<file path="config.mk">
export PLATFORM = sky130hd
export DESIGN_NAME = dual_issue_id_buffer
export DESIGN_NICKNAME = d
export VERILOG_FILES = /design/src/rtl/id_buf_pkg.sv /design/src/rtl/id_slot.sv /design/src/rtl/dual_issue_id_buffer.sv
export SDC_FILE = /design/constraint.sdc
export NUM_CORES = 1
export LEC_CHECK = 0
export CORE_AREA = 2 2 145 147
export DETAILED_ROUTE_END_ITERATION = 6
export DIE_AREA = 0 0 147 149
export PLACE_DENSITY = 0.77
export REMOVE_ABC_BUFFERS = 1
export SETUP_SLACK_MARGIN = 0.15
export SYNTH_ARGS = -nofsm -noshare
export SYNTH_HDL_FRONTEND = slang
export SYNTH_SLANG_ARGS = --single-unit
</file>
<file path="constraint.sdc">
create_clock -name clk -period 9.3 [get_ports clk]
set_clock_uncertainty 0.05 [all_clocks]
set_input_delay 2.79 -clock clk [delete_from_list [all_inputs] [get_ports clk]]
set_output_delay 2.79 -clock clk [all_outputs]
set_load 0.02 [all_outputs]
</file>
<file path="src/rtl/id_buf_pkg.sv">
// ---------------------------------------------------------------------------
// id_buf_pkg
//   Shared definitions for the dual-issue ID buffer.
//   - NOP_INST : encoding an empty slot presents on ID_inst (all zeros, so
//                hazard compares against register 0 are inert)
//   - WAY0/WAY1: way index constants used to address the two slots
//   - slot_t   : {valid, inst, pc} view of one slot at the default widths
// ---------------------------------------------------------------------------
package id_buf_pkg;

    localparam int INST_W_DEF = 32;
    localparam int PC_W_DEF   = 32;

    localparam logic [INST_W_DEF-1:0] NOP_INST = '0;

    localparam logic WAY0 = 1'b0;
    localparam logic WAY1 = 1'b1;

    typedef struct packed {
        logic                  valid;
        logic [INST_W_DEF-1:0] inst;
        logic [PC_W_DEF-1:0]   pc;
    } slot_t;

endpackage

</file>
<file path="src/rtl/id_slot.sv">
// ---------------------------------------------------------------------------
// id_slot
//   One ID-stage instruction slot. Clear wins over load; an empty slot
//   always presents NOP_INST and a zero PC.
//   Ports:
//     clk, rst          clock, synchronous active-high reset
//     load              capture new_inst/new_pc and mark the slot valid
//     clear             empty the slot
//     new_inst, new_pc  incoming instruction and PC
//     valid, inst, pc   registered slot contents
// ---------------------------------------------------------------------------
module id_slot
    import id_buf_pkg::*;
#(
    parameter int INST_W = 32,
    parameter int PC_W   = 32
) (
    input  logic              clk,
    input  logic              rst,
    input  logic              load,
    input  logic              clear,
    input  logic [INST_W-1:0] new_inst,
    input  logic [PC_W-1:0]   new_pc,
    output logic              valid,
    output logic [INST_W-1:0] inst,
    output logic [PC_W-1:0]   pc
);

    always_ff @(posedge clk) begin
        if (rst || clear) begin
            valid <= 1'b0;
            inst  <= INST_W'(NOP_INST);
            pc    <= '0;
        end else if (load) begin
            valid <= 1'b1;
            inst  <= new_inst;
            pc    <= new_pc;
        end
    end

endmodule

</file>
<file path="src/rtl/dual_issue_id_buffer.sv">
// ---------------------------------------------------------------------------
// dual_issue_id_buffer
//   Two-slot ID buffer for the 2-way in-order pipeline. Decides which ways
//   issue to EX given per-way stalls and a pipeline flush, holds stalled
//   instructions, refills freed slots from fetch in program order and tracks
//   which way holds the older instruction.
//   Ports:
//     clk, rst                  clock, synchronous active-high reset
//     IF_inst_0/1, IF_pc_0/1    fetched pair (entry 0 older)
//     IF_valid_0/1              fetch entry valid (1 implies 0)
//     hazard_detected_0/1       per-way stall request
//     Flush_0/1                 flush (asserted together)
//     ID_inst_0/1, ID_pc_0/1    slot contents (inst = NOP when empty)
//     ID_valid_0/1              slot occupied
//     Way_0_oldest_ID           1: way 0 holds the older instruction
//     issue_0/1                 way issues this cycle (combinational)
//     fetch_count               fetch entries consumed this cycle
//     stall_cnt, issue_cnt      performance counters (wrap)
// ---------------------------------------------------------------------------
module dual_issue_id_buffer
    import id_buf_pkg::*;
#(
    parameter int INST_W = 32,
    parameter int PC_W   = 32,
    parameter int CNT_W  = 32
) (
    input  logic              clk,
    input  logic              rst,
    input  logic [INST_W-1:0] IF_inst_0,
    input  logic [INST_W-1:0] IF_inst_1,
    input  logic [PC_W-1:0]   IF_pc_0,
    input  logic [PC_W-1:0]   IF_pc_1,
    input  logic              IF_valid_0,
    input  logic              IF_valid_1,
    input  logic              hazard_detected_0,
    input  logic              hazard_detected_1,
    input  logic              Flush_0,
    input  logic              Flush_1,
    output logic [INST_W-1:0] ID_inst_0,
    output logic [INST_W-1:0] ID_inst_1,
    output logic [PC_W-1:0]   ID_pc_0,
    output logic [PC_W-1:0]   ID_pc_1,
    output logic              ID_valid_0,
    output logic              ID_valid_1,
    output logic              Way_0_oldest_ID,
    output logic              issue_0,
    output logic              issue_1,
    output logic [1:0]        fetch_count,
    output logic [CNT_W-1:0]  stall_cnt,
    output logic [CNT_W-1:0]  issue_cnt
);

    logic [1:0] valid;
    logic [1:0] hazard;
    logic [1:0] issue;
    logic [1:0] remain;
    logic [1:0] n_remain;
    logic [1:0] load;
    logic [1:0] clear;
    logic       flush;
    logic       oldest_way;
    logic       younger_way;
    logic       issue_old;
    logic       issue_young;
    logic       oldest_nxt;
    logic       slot1_from_entry1;

    logic [INST_W-1:0] slot1_new_inst;
    logic [PC_W-1:0]   slot1_new_pc;

    assign valid       = {ID_valid_1, ID_valid_0};
    assign hazard      = {hazard_detected_1, hazard_detected_0};
    assign flush       = Flush_0 | Flush_1;
    assign oldest_way  = Way_0_oldest_ID ? WAY0 : WAY1;
    assign younger_way = ~oldest_way;

    // In-order issue: the younger way may go only if the older one goes too
    // or the older slot is empty.
    always_comb begin
        issue_old   = 1'b0;
        issue_young = 1'b0;
        if (!rst && !flush) begin
            issue_old   = valid[oldest_way] & ~hazard[oldest_way];
            issue_young = valid[younger_way] & ~hazard[younger_way]
                          & (issue_old | ~valid[oldest_way]);
        end
    end

    always_comb begin
        issue              = 2'b00;
        issue[oldest_way]  = issue_old;
        issue[younger_way] = issue_young;
    end

    assign issue_0 = issue[0];
    assign issue_1 = issue[1];

    assign remain   = valid & ~issue;
    assign n_remain = {1'b0, remain[0]} + {1'b0, remain[1]};

    // Refill: a single survivor becomes the oldest and the free slot takes
    // fetch entry 0; with no survivors the pair loads straight across.
    always_comb begin
        load              = 2'b00;
        clear             = 2'b00;
        fetch_count       = 2'd0;
        oldest_nxt        = Way_0_oldest_ID;
        slot1_from_entry1 = 1'b0;
        if (flush) begin
            clear      = 2'b11;
            oldest_nxt = 1'b1;
        end else if (!rst) begin
            case (n_remain)
                2'd2: begin
                    oldest_nxt = Way_0_oldest_ID;
                end
                2'd1: begin
                    oldest_nxt  = remain[WAY0];
                    fetch_count = {1'b0, IF_valid_0};
                    if (IF_valid_0) begin
                        load = ~remain;
                    end else begin
                        clear = ~remain;
                    end
                end
                default: begin
                    oldest_nxt        = 1'b1;
                    slot1_from_entry1 = 1'b1;
                    load              = {IF_valid_1, IF_valid_0};
                    clear             = ~{IF_valid_1, IF_valid_0};
                    fetch_count       = {1'b0, IF_valid_0} + {1'b0, IF_valid_1};
                end
            endcase
        end
    end

    assign slot1_new_inst = slot1_from_entry1 ? IF_inst_1 : IF_inst_0;
    assign slot1_new_pc   = slot1_from_entry1 ? IF_pc_1   : IF_pc_0;

    id_slot #(
        .INST_W (INST_W),
        .PC_W   (PC_W)
    ) u_slot_0 (
        .clk      (clk),
        .rst      (rst),
        .load     (load[0]),
        .clear    (clear[0]),
        .new_inst (IF_inst_0),
        .new_pc   (IF_pc_0),
        .valid    (ID_valid_0),
        .inst     (ID_inst_0),
        .pc       (ID_pc_0)
    );

    id_slot #(
        .INST_W (INST_W),
        .PC_W   (PC_W)
    ) u_slot_1 (
        .clk      (clk),
        .rst      (rst),
        .load     (load[1]),
        .clear    (clear[1]),
        .new_inst (slot1_new_inst),
        .new_pc   (slot1_new_pc),
        .valid    (ID_valid_1),
        .inst     (ID_inst_1),
        .pc       (ID_pc_1)
    );

    // Flush cycles are not counted; issue is already forced low then.
    always_ff @(posedge clk) begin
        if (rst) begin
            Way_0_oldest_ID <= 1'b1;
            stall_cnt       <= '0;
            issue_cnt       <= '0;
        end else begin
            Way_0_oldest_ID <= oldest_nxt;
            if (!flush) begin
                issue_cnt <= issue_cnt + CNT_W'(issue[0]) + CNT_W'(issue[1]);
                if (|remain) begin
                    stall_cnt <= stall_cnt + CNT_W'(1);
                end
            end
        end
    end

endmodule

</file>
=== Word-level counts from Yosys, hierarchy flattened ===
Index checks and enable logic that the tools add are counted.

* Flip-flop bits (word level): 195
* Bits of input ports: 136
* Output and inout port bits: 199

* Add/sub/neg operators: 5
* Magnitude comparators: 4
* Eq/ne operators: 2
* Muxes and demuxes: 33
* Bitwise gates (word level): 14
* Reductions and logical operators: 11

{| class="wikitable"
|+ Operators with widths
! operator !! number
|-
| adder 32 x 1 -> 32 bit || 2
|-
| two-way mux 32 bit || 2
|-
| adder 32 x 1 -> 32 bit (second input constant) || 1
|-
| two-way mux 1 bit || 16
|-
| two-way mux 2 bit || 8
|-
| one-hot mux 2 bit (2 select lines) || 3
|-
| inverter 2 bit || 3
|-
| OR reduction 2 bit || 3
|-
| adder 1 x 1 -> 2 bit || 2
|-
| AND 2 bit || 2
|-
| < comparator 1 x 2 -> 1 bit (second input constant) || 2
|-
| inverter 1 bit || 4
|-
| AND 1 bit || 3
|-
| logical AND 1 bit || 3
|-
| bitwise mux 2 bit || 1
|-
| demux 1 bit (select 1 bit) || 2
|-
| == test 2 x 1 -> 1 bit (second input constant) || 1
|-
| == test 2 bit (second input constant) || 1
|-
| greater-or-equal comparator 1 bit (second input constant) || 2
|-
| zero test 1 bit || 2
|-
| logical OR 1 bit || 2
|-
| OR 1 bit || 2
|-
| one-hot mux 1 bit (2 select lines) || 1
|-
| AND reduction 2 bit || 1
|}

=== Longest topological paths before layout ===
* Word-level depth: 18
* Gate-level depth with buffers: 15

=== Hierarchy ===
Synthesis repeated with hierarchy kept, for this count alone.

* Cell total of the unflattened synthesis: 885
* Area total of the unflattened synthesis: 8873.5 um^2

{| class="wikitable"
|+ By module, submodules not included
! module !! times used !! cells an instance !! area each (um^2)
|-
| id_slot || 2 || 210 || 2339.7
|-
| dual_issue_id_buffer || 1 || 465 || 4194.0
|}

=== Worst setup path after synthesis ===
Ideal clock, no wire load.

* Kind: input to output
* From: in Flush_0
* To: out fetch_count[0]
* Arrival time: 5.814 ns
* Data required time: 6.460 ns
* Setup slack: 0.646 ns
* Stages: 12
* Path buffers: 6
* Cells stage by stage: buf_2 nor3_1 clkbuf_1 buf_1 nand2_1 nand2_1 ha_1 buf_2 buf_1 buf_1 nand2_1 a21oi_1

* Word-level cells in the longest chain between the ends: 13
* Elaborated cells between the ends (all ways): 15

{| class="wikitable"
|+ RTL lines
! what !! line !! source
|-
| start, declared || dual_issue_id_buffer.sv:37 || <nowiki>input logic Flush_0,</nowiki>
|-
| OR 1 bit (*) || dual_issue_id_buffer.sv:73 || <nowiki>assign flush = Flush_0 | Flush_1;</nowiki>
|-
| zero test 1 bit || - ||
|-
| logical AND 1 bit || dual_issue_id_buffer.sv:82 || <nowiki>if (!rst && !flush) begin</nowiki>
|-
| two-way mux 1 bit || dual_issue_id_buffer.sv:82 ||
|-
| AND 2 bit (no source line) || - ||
|-
| bitwise mux 2 bit || dual_issue_id_buffer.sv:92 || <nowiki>issue[younger_way] = issue_young;</nowiki>
|-
| inverter 2 bit || dual_issue_id_buffer.sv:98 || <nowiki>assign remain = valid & ~issue;</nowiki>
|-
| AND 2 bit || dual_issue_id_buffer.sv:98 ||
|-
| adder 1 x 1 -> 2 bit || dual_issue_id_buffer.sv:99 || <nowiki>assign n_remain = {1'b0, remain[0]} + {1'b0, remain[1]};</nowiki>
|-
| == test 2 x 1 -> 1 bit or == test 2 bit (tied branches) || dual_issue_id_buffer.sv:113 || <nowiki>case (n_remain)</nowiki>
|-
| one-hot mux 2 bit (2 select lines) || dual_issue_id_buffer.sv:113 ||
|-
| two-way mux 2 bit || dual_issue_id_buffer.sv:112 || <nowiki>end else if (!rst) begin</nowiki>
|-
| two-way mux 2 bit (*) || dual_issue_id_buffer.sv:109 || <nowiki>if (flush) begin</nowiki>
|-
| end, declared || dual_issue_id_buffer.sv:48 || <nowiki>output logic [1:0] fetch_count,</nowiki>
|}

Every way passes the cells marked *; elsewhere a longest branch is shown, timed or not.

=== Worst setup path in the final report ===
* From: in Flush_1
* To: out fetch_count[0]

* Word-level cells in the longest chain between the ends: 13
* Elaborated cells between the ends (all ways): 15

{| class="wikitable"
|+ RTL lines
! what !! line !! source
|-
| start, declared || dual_issue_id_buffer.sv:38 || <nowiki>input logic Flush_1,</nowiki>
|-
| OR 1 bit (*) || dual_issue_id_buffer.sv:73 ||
|-
| zero test 1 bit || - ||
|-
| logical AND 1 bit || dual_issue_id_buffer.sv:82 ||
|-
| two-way mux 1 bit || dual_issue_id_buffer.sv:82 ||
|-
| AND 2 bit (no source line) || - ||
|-
| bitwise mux 2 bit || dual_issue_id_buffer.sv:92 ||
|-
| inverter 2 bit || dual_issue_id_buffer.sv:98 ||
|-
| AND 2 bit || dual_issue_id_buffer.sv:98 ||
|-
| adder 1 x 1 -> 2 bit || dual_issue_id_buffer.sv:99 ||
|-
| == test 2 x 1 -> 1 bit or == test 2 bit (tied branches) || dual_issue_id_buffer.sv:113 ||
|-
| one-hot mux 2 bit (2 select lines) || dual_issue_id_buffer.sv:113 ||
|-
| two-way mux 2 bit || dual_issue_id_buffer.sv:112 ||
|-
| two-way mux 2 bit (*) || dual_issue_id_buffer.sv:109 ||
|}

Marked as above.

==> metrics <==
outcome finished clean; Internal 0.00130 W; leakage power 4.37 nW; largest stage delay on the critical path 0.68 ns; count of final hold-check violations 0; number of max-cap violations 0; unrepaired setup endpoints after global routing false; number of cells on the worst hold path 2; register-to-register path setup slack 5.63 ns; crit end category primary output; crit path kind in -> out; buffer cell driving the clock tree root sky130_fd_sc_hd__clkbuf_16; sequential cell area fraction in the yosys report 44.6%; I/O Buffers 334; instance count of the mapped netlist 1003; routability-driven placement congestion ratio about 0.8; mean instance size in the synthesized netlist 8.73 um2; relative contribution of combinational cells to total power 8.6%; GRT Total Usage 26.4%; slowest stage cell, crit path sky130_fd_sc_hd__o31ai_1; detailed-route wire length 29.7 mm; Initial Utilization 42.6%; number of levels the H-tree was split into 4; number of placement rows 53; critical path data required time about 6.5 ns; instance count on the critical path 8; share of layout cells above drive strength 1 5.37%; maximum number of pins on one net before global-route repair 76; post-synthesis register bit count about 200; f_max around 110 MHz; Hold Startpoint u_slot_0.inst[5]; Distinct cells, synth 49; Horiz. Die Dim about 150 um; post-synthesis to final-layout area growth 46.2%; non-filler instance count after layout 1564; Die Outline Area 21900 um2; worst ir drop on vdd between 0.0001 and 0.00015 V; count of final max-slew check failures 0; path depth of the worst reg2reg path 8; origin of the critical flop-to-flop path Way_0_oldest_ID; routed vias 8917; Seq pwr share 48.6%; TritonCTS buffer count 17; min cycle time layout 8.70 ns; Core Footprint between 20000 and 25000 um2; Iter 0 DRT Violations 484; residual overflow from global routing 0; I/O pin count 335; most numerous cell on the critical path sky130_fd_sc_hd__clkdlybuf4s50_1; share of the core filled with cells 62.2%; number of synthesized flops with an enable pin 0; Data arrival, critical path 5.86 ns; Tot Pwr 0.00173 W; kind of launch point of the worst setup path input pin; routed wirelength normalized by instance count 19.0 um; worst-case hold path end point u_slot_0.inst[5]; part of the cycle the worst path needs around 94%; crit-path cells clkdlybuf4s50_1 -> or3_1 -> o31ai_1 -> inv_1 -> ha_1 -> nand2_1 -> a21oi_1 -> clkdlybuf4s50_1; Vert. Die Dim 149 um; global-route wire length before repair 46.3 mm; vias in the first global route 8516; number of buffers and inverters on the critical path 3; total instance count after detailed placement 1530; buffers inserted during post-CTS setup optimization 0; clock net sink count a little under 200; # setup viols final 0; most used flip-flop cell after synthesis sky130_fd_sc_hd__dfxtp_1; post-cts resize count 0; power density over cell area ~130 nW/um2; number of synthesis warnings 0; worst slew margin relative to its limit a little over two fifths; slack of the critical path 0.596 ns; clock tree from TritonCTS yes; number of detailed-route iterations in the first pass 5; number of nets with antenna violations after detailed routing 0; combined area of all synthesized cells 8750 um2; clock network fraction of total power around 43%; worst-case setup slack after placement 0.641 ns; clock network latency to the later pin of the worst-skew pair 0.43 ns; Worst Hold Slack 0.428 ns; Crit Reg-Reg Endpoint issue_cnt[30]; fraction of synthesis flops using an asynchronous set or reset pin 0%; hold-fix buffer count after cts 0; fraction of power spent switching nets roughly a quarter; slew at the pin with the worst max-slew slack 0.851 ns; maximum fanout count along the critical path 10; number of vias per cell after detailed routing approximately 5.7; half-perimeter wire length after detailed placement between 15 and 20 mm; Bufs on Longest Clock Path 2; clock-pin transition on the worst setup and hold timing paths 0.08 ns; CP top delay family buffers and inverters; Final #Nets 1417; classification of the worst-slack hold path reg -> reg; switching power of the nets 0.000427 W; remaining routing DRC violations 0; antenna violations before repair 2
worst reg2reg max path, cell delays in order, from the launching register on:
cell,delay [ns]
sky130_fd_sc_hd__dfxtp_1,0.41
sky130_fd_sc_hd__and3b_1,0.27
sky130_fd_sc_hd__nor4b_1,0.73
sky130_fd_sc_hd__fa_1,0.33
sky130_fd_sc_hd__ha_1,0.13
sky130_fd_sc_hd__or3b_1,0.45
sky130_fd_sc_hd__or2_1,0.46
sky130_fd_sc_hd__nor4_1,0.37
sky130_fd_sc_hd__mux2_2,0.36
worst max-delay path by stage:
stage / to / from / slack, ns
2_1_floorplan: u_slot_1.pc[30] / Flush_1 / -4.33
3_3_place_gp: fetch_count[0] / Flush_1 / 0.66
3_5_place_dp: fetch_count[0] / Flush_1 / 0.64
4_1_cts: fetch_count[0] / Flush_1 / 0.61
5_1_grt: fetch_count[0] / Flush_1 / 0.42
6_report: fetch_count[0] / Flush_1 / 0.60
final cells by class:
cell class | count | area, um2
repair buffers | 347 | 3440
multi-input cells | 700 | 4480
flip-flops and latches | 195 | 3900
fillers | 1780 | 7760
diodes | 3 | 7.51
clock buffers | 18 | 439
well taps | 275 | 344
clock inverters | 13 | 139
inverters | 13 | 48.8
layer usage:
layer / global-route usage, % / wire length [um] / vias to the layer above / share of wire [%]
met2: 43.6 / 14500 / 351 / 49
met4: 10.0 / 789 / 0 / 2.7
met1: 31.8 / 11500 / 4273 / 39
met5: 0 / 0 / - / 0
li1: - / - / 4246 / -
met3: 9.27 / 2940 / 47 / 9.9
synthesized netlist by cell type, types with 10 or more instances:
master                     instances  area (um2)
sky130_fd_sc_hd__a211oi_1         64         480
sky130_fd_sc_hd__a21oi_1         163         816
sky130_fd_sc_hd__buf_1            10        37.5
sky130_fd_sc_hd__clkbuf_1         78         293
sky130_fd_sc_hd__dfxtp_1         195        3900
sky130_fd_sc_hd__inv_1            13        48.8
sky130_fd_sc_hd__mux2i_1          65         651
sky130_fd_sc_hd__nand2_1          35         131
sky130_fd_sc_hd__nand3_1          82         410
sky130_fd_sc_hd__nand4_1          16         100
sky130_fd_sc_hd__nor2_1           34         128
sky130_fd_sc_hd__nor2b_1          11        68.8
sky130_fd_sc_hd__nor3_1           10        50.1
sky130_fd_sc_hd__nor4_1           11        68.8
sky130_fd_sc_hd__o21ai_0          71         355
sky130_fd_sc_hd__o31ai_1          22         165
sky130_fd_sc_hd__or3_1            11        68.8
sky130_fd_sc_hd__or4_1            22         165
sky130_fd_sc_hd__xnor2_1          12         105
sky130_fd_sc_hd__xor2_1           10        87.6
cell families (layout without fill, tap and decap cells):
logic type	Yosys count	after routing	share of synthesized area, %
compound gates	330	330	21.6
buf+inv	108	391	4.87
fa+ha+maj	7	7	1.09
xor+xnor	22	22	2.20
other cells	0	3	0
flops	195	195	44.6
mux	75	75	8.76
simple gates	266	266	16.8
power by group through the flow:
stage          clock, W  combinational [W]  sequential (W)
2_1_floorplan         0          0.0000533        0.000860
3_3_place_gp          0           0.000147        0.000857
3_5_place_dp          0           0.000148        0.000857
4_1_cts        0.000751           0.000149        0.000838
5_1_grt        0.000782           0.000159        0.000838
6_report       0.000739           0.000149        0.000838
state kept, by name, indices dropped and copies added (netlist names):
register and cells:
issue_cnt 32, stall_cnt 32, u_slot_0.inst 32, u_slot_0.pc 32, u_slot_1.inst 32, u_slot_1.pc 32
Way_0_oldest_ID 1, u_slot_0.valid 1, u_slot_1.valid 1
layout by cell type, fill, tap and decap left out, types with 9 or more instances in the layout:
| master | count |
|---|---|
| sky130_fd_sc_hd__nor2_1 | 34 |
| sky130_fd_sc_hd__nand4_1 | 16 |
| sky130_fd_sc_hd__dfxtp_1 | 195 |
| sky130_fd_sc_hd__or4_1 | 22 |
| sky130_fd_sc_hd__and4_1 | 9 |
| sky130_fd_sc_hd__nor2b_1 | 11 |
| sky130_fd_sc_hd__o21ai_0 | 71 |
| sky130_fd_sc_hd__clkdlybuf4s50_1 | 333 |
| sky130_fd_sc_hd__inv_1 | 13 |
| sky130_fd_sc_hd__buf_4 | 13 |
| sky130_fd_sc_hd__nor4_1 | 11 |
| sky130_fd_sc_hd__a21oi_1 | 163 |
| sky130_fd_sc_hd__xor2_1 | 10 |
| sky130_fd_sc_hd__mux2i_1 | 65 |
| sky130_fd_sc_hd__a211oi_1 | 64 |
| sky130_fd_sc_hd__nand2_1 | 34 |
| sky130_fd_sc_hd__o31ai_1 | 22 |
| sky130_fd_sc_hd__nor3_1 | 9 |
| sky130_fd_sc_hd__xnor2_1 | 12 |
| sky130_fd_sc_hd__mux2_2 | 9 |
| sky130_fd_sc_hd__or3_1 | 11 |
| sky130_fd_sc_hd__nand3_1 | 82 |
| sky130_fd_sc_hd__clkbuf_16 | 17 |
through the flow:
step                TNS, ns  cell area (um2)
floorplan           -348.56             8370
global placement          0            12200
detailed placement        0            12200
CTS                       0            12800
global route              0            12800
finish                    0            12800
Power figures use the tool's default switching activity.
